<file path="src/rtl/wb_stage.sv">
// Writeback stage of the 5-stage RV32I pipeline.
// Selects the write value (ALU result, aligned/extended load data or PC+4)
// and drives one registered regfile write per retiring instruction. Holds
// the upstream pipeline while a load response is outstanding.
// Optional feature: define WB_RETIRE_CNT_EN to add the retire_cnt_o counter.
module wb_stage #(
    parameter int unsigned XLEN  = 32,
    parameter int unsigned CNT_W = 64
) (
    input  logic            clk_i,
    input  logic            rst_ni,
    input  logic            mem_valid_i,
    input  logic [XLEN-1:0] mem_pc_i,
    input  logic [XLEN-1:0] mem_alu_i,
    input  logic [31:0]     mem_inst_i,
    input  logic            mem_wren_i,
    input  logic [1:0]      mem_wb_sel_i,
    input  logic [XLEN-1:0] ld_data_i,
    input  logic            ld_valid_i,
    input  logic            flush_i,
    output logic            stall_o,
    output logic            rd_wren,
    output logic [4:0]      rd_addr,
    output logic [XLEN-1:0] rd_data,
    output logic            retire_o
`ifdef WB_RETIRE_CNT_EN
    ,
    output logic [CNT_W-1:0] retire_cnt_o
`endif
);

    typedef enum logic {
        StIdle,
        StLoadWait
    } state_e;

    state_e          state_q;
    logic [4:0]      pend_rd_q;
    logic            pend_wren_q;
    logic [2:0]      pend_funct3_q;
    logic [1:0]      pend_off_q;

    logic [4:0]      inst_rd;
    logic [2:0]      inst_funct3;
    logic            accept;
    logic [XLEN-1:0] direct_val;
    logic [7:0]      ld_byte;
    logic [15:0]     ld_half;
    logic [XLEN-1:0] ld_ext;

    // Opcode and the upper immediate/funct7 bits carry no information here.
    logic unused_inst;
    assign unused_inst = ^{mem_inst_i[31:15], mem_inst_i[6:0]};

    assign inst_rd     = mem_inst_i[11:7];
    assign inst_funct3 = mem_inst_i[14:12];

    // MEM is held for the whole time a load response is outstanding.
    assign stall_o = (state_q == StLoadWait);
    assign accept  = mem_valid_i & ~stall_o & ~flush_i;

    // Non-load write value: PC+4 for jumps, ALU result otherwise.
    always_comb begin
        direct_val = mem_alu_i;
        if (mem_wb_sel_i == 2'b10) begin
            direct_val = mem_pc_i + {{(XLEN-3){1'b0}}, 3'd4};
        end
    end

    // Align and extend the returned word using the latched funct3/offset.
    always_comb begin
        ld_byte = ld_data_i[7:0];
        unique case (pend_off_q)
            2'd0: ld_byte = ld_data_i[7:0];
            2'd1: ld_byte = ld_data_i[15:8];
            2'd2: ld_byte = ld_data_i[23:16];
            2'd3: ld_byte = ld_data_i[31:24];
            default: ld_byte = ld_data_i[7:0];
        endcase
        // Halfword ignores off[0]: misaligned LH/LHU are not trapped here.
        ld_half = pend_off_q[1] ? ld_data_i[31:16] : ld_data_i[15:0];
        case (pend_funct3_q)
            3'b000:  ld_ext = {{(XLEN-8){ld_byte[7]}}, ld_byte};
            3'b100:  ld_ext = {{(XLEN-8){1'b0}}, ld_byte};
            3'b001:  ld_ext = {{(XLEN-16){ld_half[15]}}, ld_half};
            3'b101:  ld_ext = {{(XLEN-16){1'b0}}, ld_half};
            default: ld_ext = ld_data_i;
        endcase
    end

    // Writeback FSM with registered regfile port and retire pulse.
    always_ff @(posedge clk_i) begin
        if (!rst_ni) begin
            state_q       <= StIdle;
            pend_rd_q     <= 5'd0;
            pend_wren_q   <= 1'b0;
            pend_funct3_q <= 3'd0;
            pend_off_q    <= 2'd0;
            rd_wren       <= 1'b0;
            rd_addr       <= 5'd0;
            rd_data       <= '0;
            retire_o      <= 1'b0;
        end else begin
            rd_wren  <= 1'b0;
            retire_o <= 1'b0;
            unique case (state_q)
                StIdle: begin
                    if (accept) begin
                        if (mem_wb_sel_i == 2'b01) begin
                            pend_rd_q     <= inst_rd;
                            pend_wren_q   <= mem_wren_i;
                            pend_funct3_q <= inst_funct3;
                            pend_off_q    <= mem_alu_i[1:0];
                            state_q       <= StLoadWait;
                        end else begin
                            rd_wren  <= mem_wren_i & (inst_rd != 5'd0);
                            rd_addr  <= inst_rd;
                            rd_data  <= direct_val;
                            retire_o <= 1'b1;
                        end
                    end
                end
                StLoadWait: begin
                    // Flush wins over a same-cycle response; the data is dropped.
                    if (flush_i) begin
                        state_q <= StIdle;
                    end else if (ld_valid_i) begin
                        rd_wren  <= pend_wren_q & (pend_rd_q != 5'd0);
                        rd_addr  <= pend_rd_q;
                        rd_data  <= ld_ext;
                        retire_o <= 1'b1;
                        state_q  <= StIdle;
                    end
                end
                default: state_q <= StIdle;
            endcase
        end
    end

`ifdef WB_RETIRE_CNT_EN
    // Count cycles with retire_o high; wraps naturally at 2^CNT_W.
    always_ff @(posedge clk_i) begin
        if (!rst_ni) begin
            retire_cnt_o <= '0;
        end else if (retire_o) begin
            retire_cnt_o <= retire_cnt_o + {{(CNT_W-1){1'b0}}, 1'b1};
        end
    end
`endif

endmodule

</file>
<file path="config.mk">
export PLATFORM = sky130hd
export DESIGN_NAME = wb_stage
export DESIGN_NICKNAME = d
export VERILOG_FILES = /design/src/rtl/wb_stage.sv
export SDC_FILE = /design/constraint.sdc
export NUM_CORES = 1
export LEC_CHECK = 0
export BUFFER_PORTS_ARGS = -buffer_cell sky130_fd_sc_hd__buf_4
export CORE_UTILIZATION = 35
export DETAILED_ROUTE_END_ITERATION = 10
export SLEW_MARGIN = 20
export SYNTH_ARGS = -nofsm -noshare
export SYNTH_HDL_FRONTEND = slang
export SYNTH_SLANG_ARGS = --single-unit
export TNS_END_PERCENT = 5
</file>
<file path="constraint.sdc">
create_clock -name clk_i -period 2.27 [get_ports clk_i]
set_input_delay 0.1135 -clock clk_i [delete_from_list [all_inputs] [get_ports clk_i]]
set_output_delay 0.1135 -clock clk_i [all_outputs]
set_load 0.02 [all_outputs]
</file>
### Word-level counts from Yosys, hierarchy flattened

Cells that the tools add are included.

* flip-flop bits (word level): 51
* latch bits: 0
* bits in writable memories: 0
* memory bits (read-only): 0
* input bits: 136
* output and inout port bits: 40
* word-level logic and storage cells: 63
* memories: 0

* add/sub/neg operators: 1
* multipliers: 0
* divide/modulo/power cells: 0
* order comparisons: 0
* eq/ne operators: 12
* shifts and indexed selects: 0
* mux-type cells: 29
* bitwise logic cells: 6
* reductions and logical operators: 6

Operators by type and width (count)
* 32-bit 2-to-1 mux: 5
* 32-bit one-hot mux with 4 select lines: 1
* 32-bit one-hot mux with 2 select lines: 1
* 32-bit by 3-bit adder with 32-bit output, second input constant: 1
* 8-bit one-hot mux with 4 select lines: 1
* 5-bit 2-to-1 mux: 4
* 16-bit 2-to-1 mux: 1
* 1-bit 2-to-1 mux: 12
* 5-bit one-hot mux with 2 select lines: 1
* 5-bit nonzero test: 2
* 2-bit inequality test, second input constant: 4
* 2-bit == test, second input constant: 3
* 3-bit == test, second input constant: 2
* 1-bit one-hot mux with 2 select lines: 3
* 1-bit bitwise AND: 4
* 2-bit by 1-bit == test with 1-bit output, second input constant: 2
* 4-bit AND reduction: 1
* 3-bit by 1-bit == test with 1-bit output, second input constant: 1
* 3-bit zero test: 1
* 3-bit AND reduction: 1
* 2-bit zero test: 1
* 1-bit NOT: 2

### Depth between registers and ports, before layout

Gate-level depths: netlist (run 1).

* depth in word-level cells: 6
* depth in mapped cells: 8
* gate-level depth less buffers: 6

### Worst setup path after synthesis (run 1)

OpenSTA, ideal clock, no wires.

* path type: register to register
* from: register pend_off_q[1]
* to: register rd_data[14]
* library setup time: 0.116 ns
* data arrival time: 1.951 ns
* required time: 2.154 ns
* path slack: 0.204 ns
* stages on the path, launching flop included: 8
* path buffers: 2
* period minus slack after synthesis: 2.066 ns
* path through: dfxtp_1 > buf_6 > mux4_2 > a31o_1 > buf_6 > a221o_1 > a32o_1 > a31o_1

* longest elaborated chain between the ends: 6
* elaborated cells between the ends (all ways): 10
* classes of those cells: eq/ne (3); mux (6); reduce/logical (1)

RTL lines
* from (decl): RTL line 41 `logic [1:0] pend_off_q;`
* from (signal assigned): RTL line 113 `pend_off_q <= mem_alu_i[1:0];`
* 2-bit == test, or another cell as far along: RTL line 73 `unique case (pend_off_q)`
* 8-bit one-hot mux with 4 select lines: RTL line 73
* 32-bit one-hot mux with 4 select lines (*): RTL line 82 `case (pend_funct3_q)`
* 32-bit 2-to-1 mux (*): RTL line 127 `end else if (ld_valid_i) begin`
* 32-bit 2-to-1 mux (*): RTL line 125 `if (flush_i) begin`
* 32-bit one-hot mux with 2 select lines (*): RTL line 106 `unique case (state_q)`
* to (signal assigned): RTL line 118 `rd_data <= direct_val;`
* to (signal assigned): RTL line 130 `rd_data <= ld_ext;`
* to (decl): RTL line 24 `output logic [XLEN-1:0] rd_data,`

Every way passes the cells marked *; elsewhere a longest branch is shown, timed or not. The select of a mux whose other input is x is not followed.
A chain may end at the register's enable or synchronous reset.

### Worst setup path after layout (run 1)

* from: register pend_off_q[1]
* to: register rd_data[17]

Same word-level chain as after synthesis.

==> out/results.ini, run 1 <==
[routing]
drt_iter0_drc = 224
num_vias = 4262
post_drt_wl_per_cell_um = 18.3
ant_nets = 0
routed_wl_um = 13800
first_pass_iters = 4
viasPerCell = 5.64
drcViolationCount = 0

[synth]
seq_area_frac_synth_pct = 28.7
synthDistinctLibCells = 52
synthCells = 469
syn_area_um2 = 3560
netlist.area_leader.share_pct = 28.7
synth_flop_cell = dfxtp_1
yosys_register_bits = 51
yosysWarnings = 0
synth.avg_cell_area_um2 = 7.59
synth.largest_area_cell = dfxtp_1
synth-edff-count = 0
synth_async_sr_flop_share_pct = 0
synthTopCellsByArea = dfxtp_1, mux2i_1, nor2_1, nand2_1, a21oi_1
synth_fp_nets = 606

[clock_tree]
hold_buffers = 0
clkSinkCount = 51
htree_num_levels = 2
cts_max_path_buffers = 2
root_buffer = clkbuf_8
cts_tree = yes
clk_latency_ps = 300
postCtsSetupBuffers = 0
clk_pin_slew_worst_paths_ps = 100
cts_resized = 0
numCtsBuffers = 5

[layout]
mostFrequentLayoutCell = buf_4
final_cell_mix = buf_4, dfxtp_1, nor2_1
n_antenna_cell = 0
finalInstanceArea_um2 = 5070
drive_gt1_share_pct = 32.3
nets = 759
syn2layout_area_growth_pct = 42.4
final_util_pct = 51.6

[timing]
finalCritPeriodShare_pct = 88.9
rsz0062_at_grt = false
fin_crit_ps = 2020
setup_viol = 0
tightest_slew_ps = 754
fin_setup_tns_ps = 0
finalHoldViolations = 0
max_freq_mhz = 496
drv_slew = 0
relSlewSlack_pct = 49.6
skew_ps = 5.72

[outcome]
outcome = finished clean

[global_route]
grt_pass1_wl_um = 20400
grt_max_degree = 25
grt_overflow_total = 0
grt_antenna_before_repair = 0
grt_pass1_vias = 3832
grt_usage_pct = 25.6

[placed_design]
placed_cell_area_um2 = 4960
place_congestion = 0.926
io_buffers = 151
dp_hpwl_um = 11300

[critical_path]
r2r_cells = 6
crit_fanout = 24
cp.arrival_ps = 2210
crit_type = reg2reg
start_kind = flip-flop
ff2ff_setup_slack_ps = 250
reg2reg_from = pend_off_q[1]
rr_endpoint = rd_data[17]
cp_data_required_time_ps = 2460
cp-end-kind = flip-flop
timing.critical_path.from = pend_off_q[1]

[worst_hold_path]
min_from = mem_inst_i[12]
holdCritPathClass = in2reg
hold_path_depth = 3
min_delay_worst_endpoint = pend_funct3_q[0]

[pwr]
p_leak_uw = 0.00219
irDropWorstVdd_uv = 300
cellPowerDensity_nw_per_um2 = 442

[floorplanning]
die_area_um2 = 10600
fp.dieH_um = 103
io_pins = 176
row_count = 36
floorplan.initialDensity_pct = 36.3
die_w_um = 103
core_um2 = 9820

[job]
drv_cap = 0

==> registers in the layout (all words and copies together), names as in the netlist <==
signal and flops:
stall_o 1, pend_wren_q 1, pend_off_q 2, rd_data 32, rd_addr 5, rd_wren 1
retire_o 1, pend_funct3_q 3, pend_rd_q 5
==> report_power, final <==
part	internal [uW]	switching, uW	total [uW]
sequential	939	29.3	969
clock	329	315	644
combinational	305	324	629
==> worst max-delay path by stage <==
stage | slack, ps | end
global route | 20 | rd_data[25]
detailed placement | 270 | rd_data[17]
CTS | 240 | rd_data[14]
finish | 250 | rd_data[17]
global placement | 260 | rd_data[14]
floorplan | 200 | rd_data[14]
==> synthesized netlist by cell type, drive strengths merged, types with 2 or more instances <==
| master | instances |
|---|---|
| nor2b | 6 |
| a31oi | 12 |
| o31ai | 7 |
| a32oi | 2 |
| nor2 | 47 |
| o21ai | 21 |
| a32o | 9 |
| xor2 | 5 |
| nor4 | 7 |
| dfxtp | 51 |
| mux2i | 20 |
| a22o | 4 |
| inv | 13 |
| buf | 12 |
| a221oi | 4 |
| and4 | 6 |
| and3 | 10 |
| a211oi | 12 |
| o41ai | 8 |
| xnor2 | 7 |
| nand3 | 19 |
| nor3b | 3 |
| a31o | 7 |
| clkbuf | 25 |
| nand2 | 46 |
| o221ai | 8 |
| a221o | 3 |
| o211ai | 8 |
| or3 | 3 |
| and2 | 3 |
| mux2 | 2 |
| or4 | 4 |
| nor3 | 7 |
| nand2b | 5 |
| nand4 | 13 |
| a21oi | 32 |
| a21o | 6 |
| a21boi | 2 |
==> cell families (layout without fill, tap and decap cells) <==
logic type,after synthesis,count (layout),share of synthesized area [%]
compound gates,152,152,30.2
flops,51,51,28.7
buf+inv,50,204,5.83
xor+xnor,12,12,2.95
fa+ha+maj,1,1,0.351
simple gates,180,180,25.1
mux,23,23,6.89
==> final cells by class <==
class / instances / area [um2]
inverter: 13 / 48.8
timing repair buffer: 183 / 1390
multi-input combinational: 368 / 2330
clock buffer: 5 / 68.8
fill: 1013 / 4750
tap: 133 / 166
clock inverter: 3 / 43.8
sequential: 51 / 1020
==> worst max-delay path, cell delays in order, from the launching register on <==
cell and delay (ps):
dfxtp_1 360, buf_4 280, mux2_2 390, mux2i_1 240, o311ai_0 270, a32oi_1 260
o21ai_0 100
==> layer usage <==
| metal | vias to the layer above | track usage (%) | routed length, um |
|---|---|---|---|
| met5 | - | 0 | 0 |
| met4 | 0 | 5.74 | 184 |
| met3 | 16 | 3.25 | 896 |
| met2 | 167 | 41.2 | 6350 |
| met1 | 1995 | 36.5 | 6390 |
| li1 | 2084 | - | - |
==> through the flow <==
stage	instances	worst slack, ps	hold slack [ps]	power [uW]
2_1_floorplan	469	204	251	1260
3_3_place_gp	748	257	344	1610
3_5_place_dp	748	273	349	1610
4_1_cts	756	236	31.7	2250
5_1_grt	756	19.5	34.3	2340
6_report	756	253	36.7	2240
(Power assumes the default switching activity.)
==> run 2, diff against run 1 <==
- GPL_TIMING_DRIVEN: unset -> 0
- PLACE_DENSITY: unset -> 0.7
==> run 2 against run 1 <==
  * Flip-flop and latch count stayed put
  * Cell area decreased by 1.9%
  * Clock power is 11% lower
  * Wire length rose by 8.5%
  * Hold slack got worse by 4.0 ps
  * Critical path depth up 1
  * Global-route usage rose by 2.4 points
  * Maximum frequency shrank 9.1%
  * First-iteration DRC count up 28%
  * Count of clock-buffer cells in the layout unchanged
  * Register-to-register slack worse by 200 ps
==> out/results.ini, run 2 (synthesis results as in run 1) <==
[worst_hold_path]
min_from = mem_inst_i[13]
holdCritPathClass = in2reg
hold_path_depth = 3
min_delay_worst_endpoint = pend_funct3_q[1]

[timing]
drv_slew = 0
timing.final.ws_setup_ps = 51.3
fin_setup_tns_ps = 0
timing.hold.ws_ps = 32.6
relSlewSlack_pct = 45.1
tightest_slew_ps = 817
finalHoldViolations = 0
finalCritPeriodShare_pct = 97.7
fin_crit_ps = 2220
skew_ps = 6.85
max_freq_mhz = 451
setup_viol = 0

[global_route]
grt_util_met3_pct = 5.63
grt_antenna_before_repair = 0
grt_max_degree = 19
busiest_layer = met2
grt_pass1_vias = 4171
grt_use_met2_pct = 45.7
grt_overflow_total = 0
grt_usage_pct = 28.0
met1_usage_pct = 37.6
grt_pass1_wl_um = 22200

[routing]
viasPerCell = 5.93
post_drt_wl_per_cell_um = 19.7
routed_wl_um = 15000
num_vias = 4509
drt_iter0_drc = 286
drcViolationCount = 0
ant_nets = 0
first_pass_iters = 5

[clock_tree]
cts_tree = yes
numCtsBuffers = 5
htree_num_levels = 2
hold_buffers = 0
clk_latency_ps = 320
cts_max_path_buffers = 2
clk_pin_slew_worst_paths_ps = 100
clkSinkCount = 51
root_buffer = clkbuf_8

[job]
drv_cap = 0

[critical_path]
crit_type = reg2reg
r2r_cells = 7
ff2ff_setup_slack_ps = 50
crit_fanout = 9
cp_data_required_time_ps = 2490
reg2reg_from = pend_off_q[1]
cp.arrival_ps = 2440
rr_endpoint = rd_data[14]
timing.critical_path.from = pend_off_q[1]
start_kind = flip-flop
cp-end-kind = flip-flop

[floorplanning]
io_pins = 176
core_um2 = 9820
floorplan.initialDensity_pct = 36.3
fp.dieH_um = 103
die_area_um2 = 10600
die_w_um = 103
row_count = 36

[layout]
largest_reg_flops = 32
syn2layout_area_growth_pct = 39.7
multi_input_area_um2 = 2340
mostFrequentLayoutCell = buf_4
seqCellArea_um2 = 1020
final_cell_mix = buf_4, dfxtp_1, nor2_1
num-fill-cells = 1005
largest_registers = rd_data x32, pend_rd_q x5, rd_addr x5
drive_gt1_share_pct = 28.8
n_antenna_cell = 0
top_register = rd_data
nets = 764

[placed_design]
place_congestion = 0.976
io_buffers = 150
pre_cts_ws_ps = -262
dp_hpwl_um = 12100

[pwr]
irDropWorstVdd_uv = 258
p_leak_uw = 0.00210
cellPowerDensity_nw_per_um2 = 436

[outcome]
outcome = finished clean

==> run 2: worst max-delay path by stage <==
stage | endpoint
global placement | rd_data[1]
floorplan | rd_data[14]
detailed placement | rd_data[1]
finish | rd_data[14]
global route | rd_data[14]
CTS | rd_data[14]
==> run 2: area by class of cell <==
cell class                      count  share of cell area [%]
Clock inverter                      3                   0.579
Clock buffer                        5                    1.38
Sequential cell                    51                    20.6
Inverter                           13                   0.981
Multi-Input combinational cell    368                    47.1
Timing Repair Buffer              151                    22.8
Tap cell                          133                    3.35
Buffer                             37                    3.30
==> run 2: metrics by stage <==
| step | util, % | area (um2) | cells | total power, uW |
|---|---|---|---|---|
| finish | 50.6 | 4970 | 761 | 2170 |
| global route | 50.6 | 4970 | 761 | 2260 |
| CTS | 50.5 | 4960 | 760 | 2160 |
| detailed placement | 49.4 | 4850 | 752 | 1600 |
| global placement | 49.4 | 4850 | 752 | 1600 |
| floorplan | - | 3560 | 469 | 1260 |
==> run 2: power by group <==
group | switching [uW] | total [uW] | leakage (uW) | internal [uW]
clock network | 346 | 575 | 0.0000502 | 229
logic | 333 | 620 | 0.00163 | 287
registers | 30.8 | 970 | 0.000416 | 940
total | 709 | 2170 | 0.00210 | 1460
==> run 2: worst max-delay path, stage by stage, from the launching register on <==
cell	delay (ps)
dfxtp_2	330
buf_6	120
mux4_2	520
a31o_1	240
buf_6	140
a221o_1	340
a32o_1	270
a31o_1	170
==> run 2: repair_timing <==
item,4_1_cts,5_1_grt
resized for setup,5,4
pin swaps,0,1
setup endpoints to repair,21,2
setup buffers,0,1
==> run 2: metal layers <==
layer	part of all wire [%]	wire (um)
met1	43	6470
met2	45	6740
met3	9.7	1460
met4	2.2	329
met5	0	0
==> run 3, diff against run 2 <==
- SKIP_LAST_GASP: unset -> 1
- clock period: 2.27 -> 2.6 ns (I/O delays scaled with it)
==> run 3 against run 2 <==
  * Worst setup slack better by 180 ps
  * Global-route usage about the same
  * Wire length up 0.41%
  * Non-clock buffer count down 1
  * Utilization down 0.19 points
  * Power down 13%
  * Register-to-register slack better by 180 ps
  * Critical endpoint is now rd_data[31]
  * Largest power group unchanged
  * Sequential share of layout area up 0.053 points
  * Count of clock-buffer cells in the layout unchanged
  * Largest cell class unchanged
  * Via count down 0.75%
==> out/results.ini, run 3 (synthesis results as in run 1) <==
[outcome]
outcome = finished clean

[layout]
drive_gt1_share_pct = 27.8
largest_registers = rd_data x32, pend_rd_q x5, rd_addr x5
final_cell_mix = buf_4, dfxtp_1, nor2_1
nets = 763
n_antenna_cell = 0
finalInstanceArea_um2 = 4950
final_util_pct = 50.4
mostFrequentLayoutCell = buf_4
instances_no_fill = 760
largest_reg_flops = 32
syn2layout_area_growth_pct = 39.2
top_register = rd_data

[routing]
first_pass_iters = 4
ant_nets = 0
routed_wl_um = 15100
num_vias = 4475
drcViolationCount = 0
post_drt_wl_per_cell_um = 19.8
drt_iter0_drc = 276
viasPerCell = 5.89

[critical_path]
cp.arrival_ps = 2600
reg2reg_from = stall_o
crit_type = reg2reg
crit_fanout = 10
cp-end-kind = flip-flop
start_kind = flip-flop
cp_data_required_time_ps = 2830
ff2ff_setup_slack_ps = 230
rr_endpoint = rd_data[31]
r2r_cells = 8

[pwr]
irDropWorstVdd_uv = 229
p_leak_uw = 0.00208
switchingPower_uw = 624
power_frac_clock_pct = 26.7
combPwrFrac_pct = 28.6
power_frac_seq_pct = 44.7
internal_power_uw = 1270
switching_share_pct = 32.9
cellPowerDensity_nw_per_um2 = 382

[timing]
setup_viol = 0
skew_ps = 8.79
tightest_slew_ps = 818
max_freq_mhz = 422
finalHoldViolations = 0
fin_setup_tns_ps = 0
fin_crit_ps = 2370
finalCritPeriodShare_pct = 91.1
drv_slew = 0
relSlewSlack_pct = 45.0
rsz0062_at_grt = false

[global_route]
busiest_layer = met2
grt_antenna_before_repair = 0
grt_util_met3_pct = 5.63
grt_overflow_total = 0
grt_max_degree = 19
grt_pass1_wl_um = 22100
grt_pass1_vias = 4167
grt_usage_pct = 28.0
grt_use_met2_pct = 45.5
met1_usage_pct = 37.6

[clock_tree]
cts_tree = yes
numCtsBuffers = 5
htree_num_levels = 2
clk_pin_slew_worst_paths_ps = 110
root_buffer = clkbuf_8
clk_latency_ps = 320
cts_max_path_buffers = 2
hold_buffers = 0
clkSinkCount = 51
postCtsSetupBuffers = 0
cts_resized = 0

[worst_hold_path]
holdCritPathClass = in2reg
min_delay_worst_endpoint = pend_funct3_q[1]
min_from = mem_inst_i[13]
hold_path_depth = 3

[floorplanning]
row_count = 36
fp.dieH_um = 103
die_w_um = 103
core_um2 = 9820
die_area_um2 = 10600
floorplan.initialDensity_pct = 36.3
io_pins = 176

[placed_design]
dp_cells = 752
place_congestion = 0.976
placed_cell_area_um2 = 4850
dp_hpwl_um = 12100
io_buffers = 150

[job]
drv_cap = 0

-- run 3: power groups by stage --
stage          Sequential (uW)  Combinational [uW]  Clock, uW
4_1_cts                    847                 535        503
3_3_place_gp               863                 530          0
6_report                   847                 542        506
3_5_place_dp               864                 533          0
2_1_floorplan              900                 199          0
5_1_grt                    850                 582        538
-- run 3: worst max-delay path: stages (launching register included) --
cell and delay, ps:
dfxtp_1 340, clkbuf_1 410, nand2_1 140, o21ai_1 240
nand3_1 190, inv_1 120, clkbuf_1 390, o211ai_1 190
o31ai_1 270
-- run 3: how the worst max path moves through the flow --
stage | startpoint | end | slack (ps) | cells after the start
3_3_place_gp | stall_o | rd_data[1] | 180 | 6
5_1_grt | stall_o | rd_data[21] | 40 | 8
4_1_cts | stall_o | rd_data[1] | 40 | 6
2_1_floorplan | pend_off_q[1] | rd_data[14] | 530 | 7
3_5_place_dp | stall_o | rd_data[1] | 70 | 6
6_report | stall_o | rd_data[31] | 230 | 8
-- run 3: area by class of cell --
| cell class | instances | area (um2) |
|---|---|---|
| inverter | 13 | 48.8 |
| timing repair buffer | 150 | 1130 |
| sequential | 51 | 1020 |
| multi-input combinational | 368 | 2330 |
| buffer | 37 | 159 |
| clock inverter | 3 | 28.8 |
| clock buffer | 5 | 68.8 |
| tap | 133 | 166 |
| fill | 1006 | 4870 |
-- run 3: through the flow --
| stage | setup slack, ps | total power (uW) | hold slack [ps] |
|---|---|---|---|
| after floorplan | 534 | 1100 | 268 |
| after global placement | 178 | 1390 | 363 |
| after detailed placement | 67.8 | 1400 | 370 |
| after CTS | 37.7 | 1880 | 49.1 |
| after global routing | 36.0 | 1970 | 51.9 |
| final | 231 | 1890 | 47.1 |
-- run 3: routing by layer --
metal | part of all wire, % | wire [um] | vias up
met5 | 0 | 0 | -
met4 | 2.2 | 327 | 0
met3 | 9.4 | 1410 | 22
met2 | 45 | 6770 | 221
met1 | 43 | 6550 | 2138
li1 | - | - | 2094
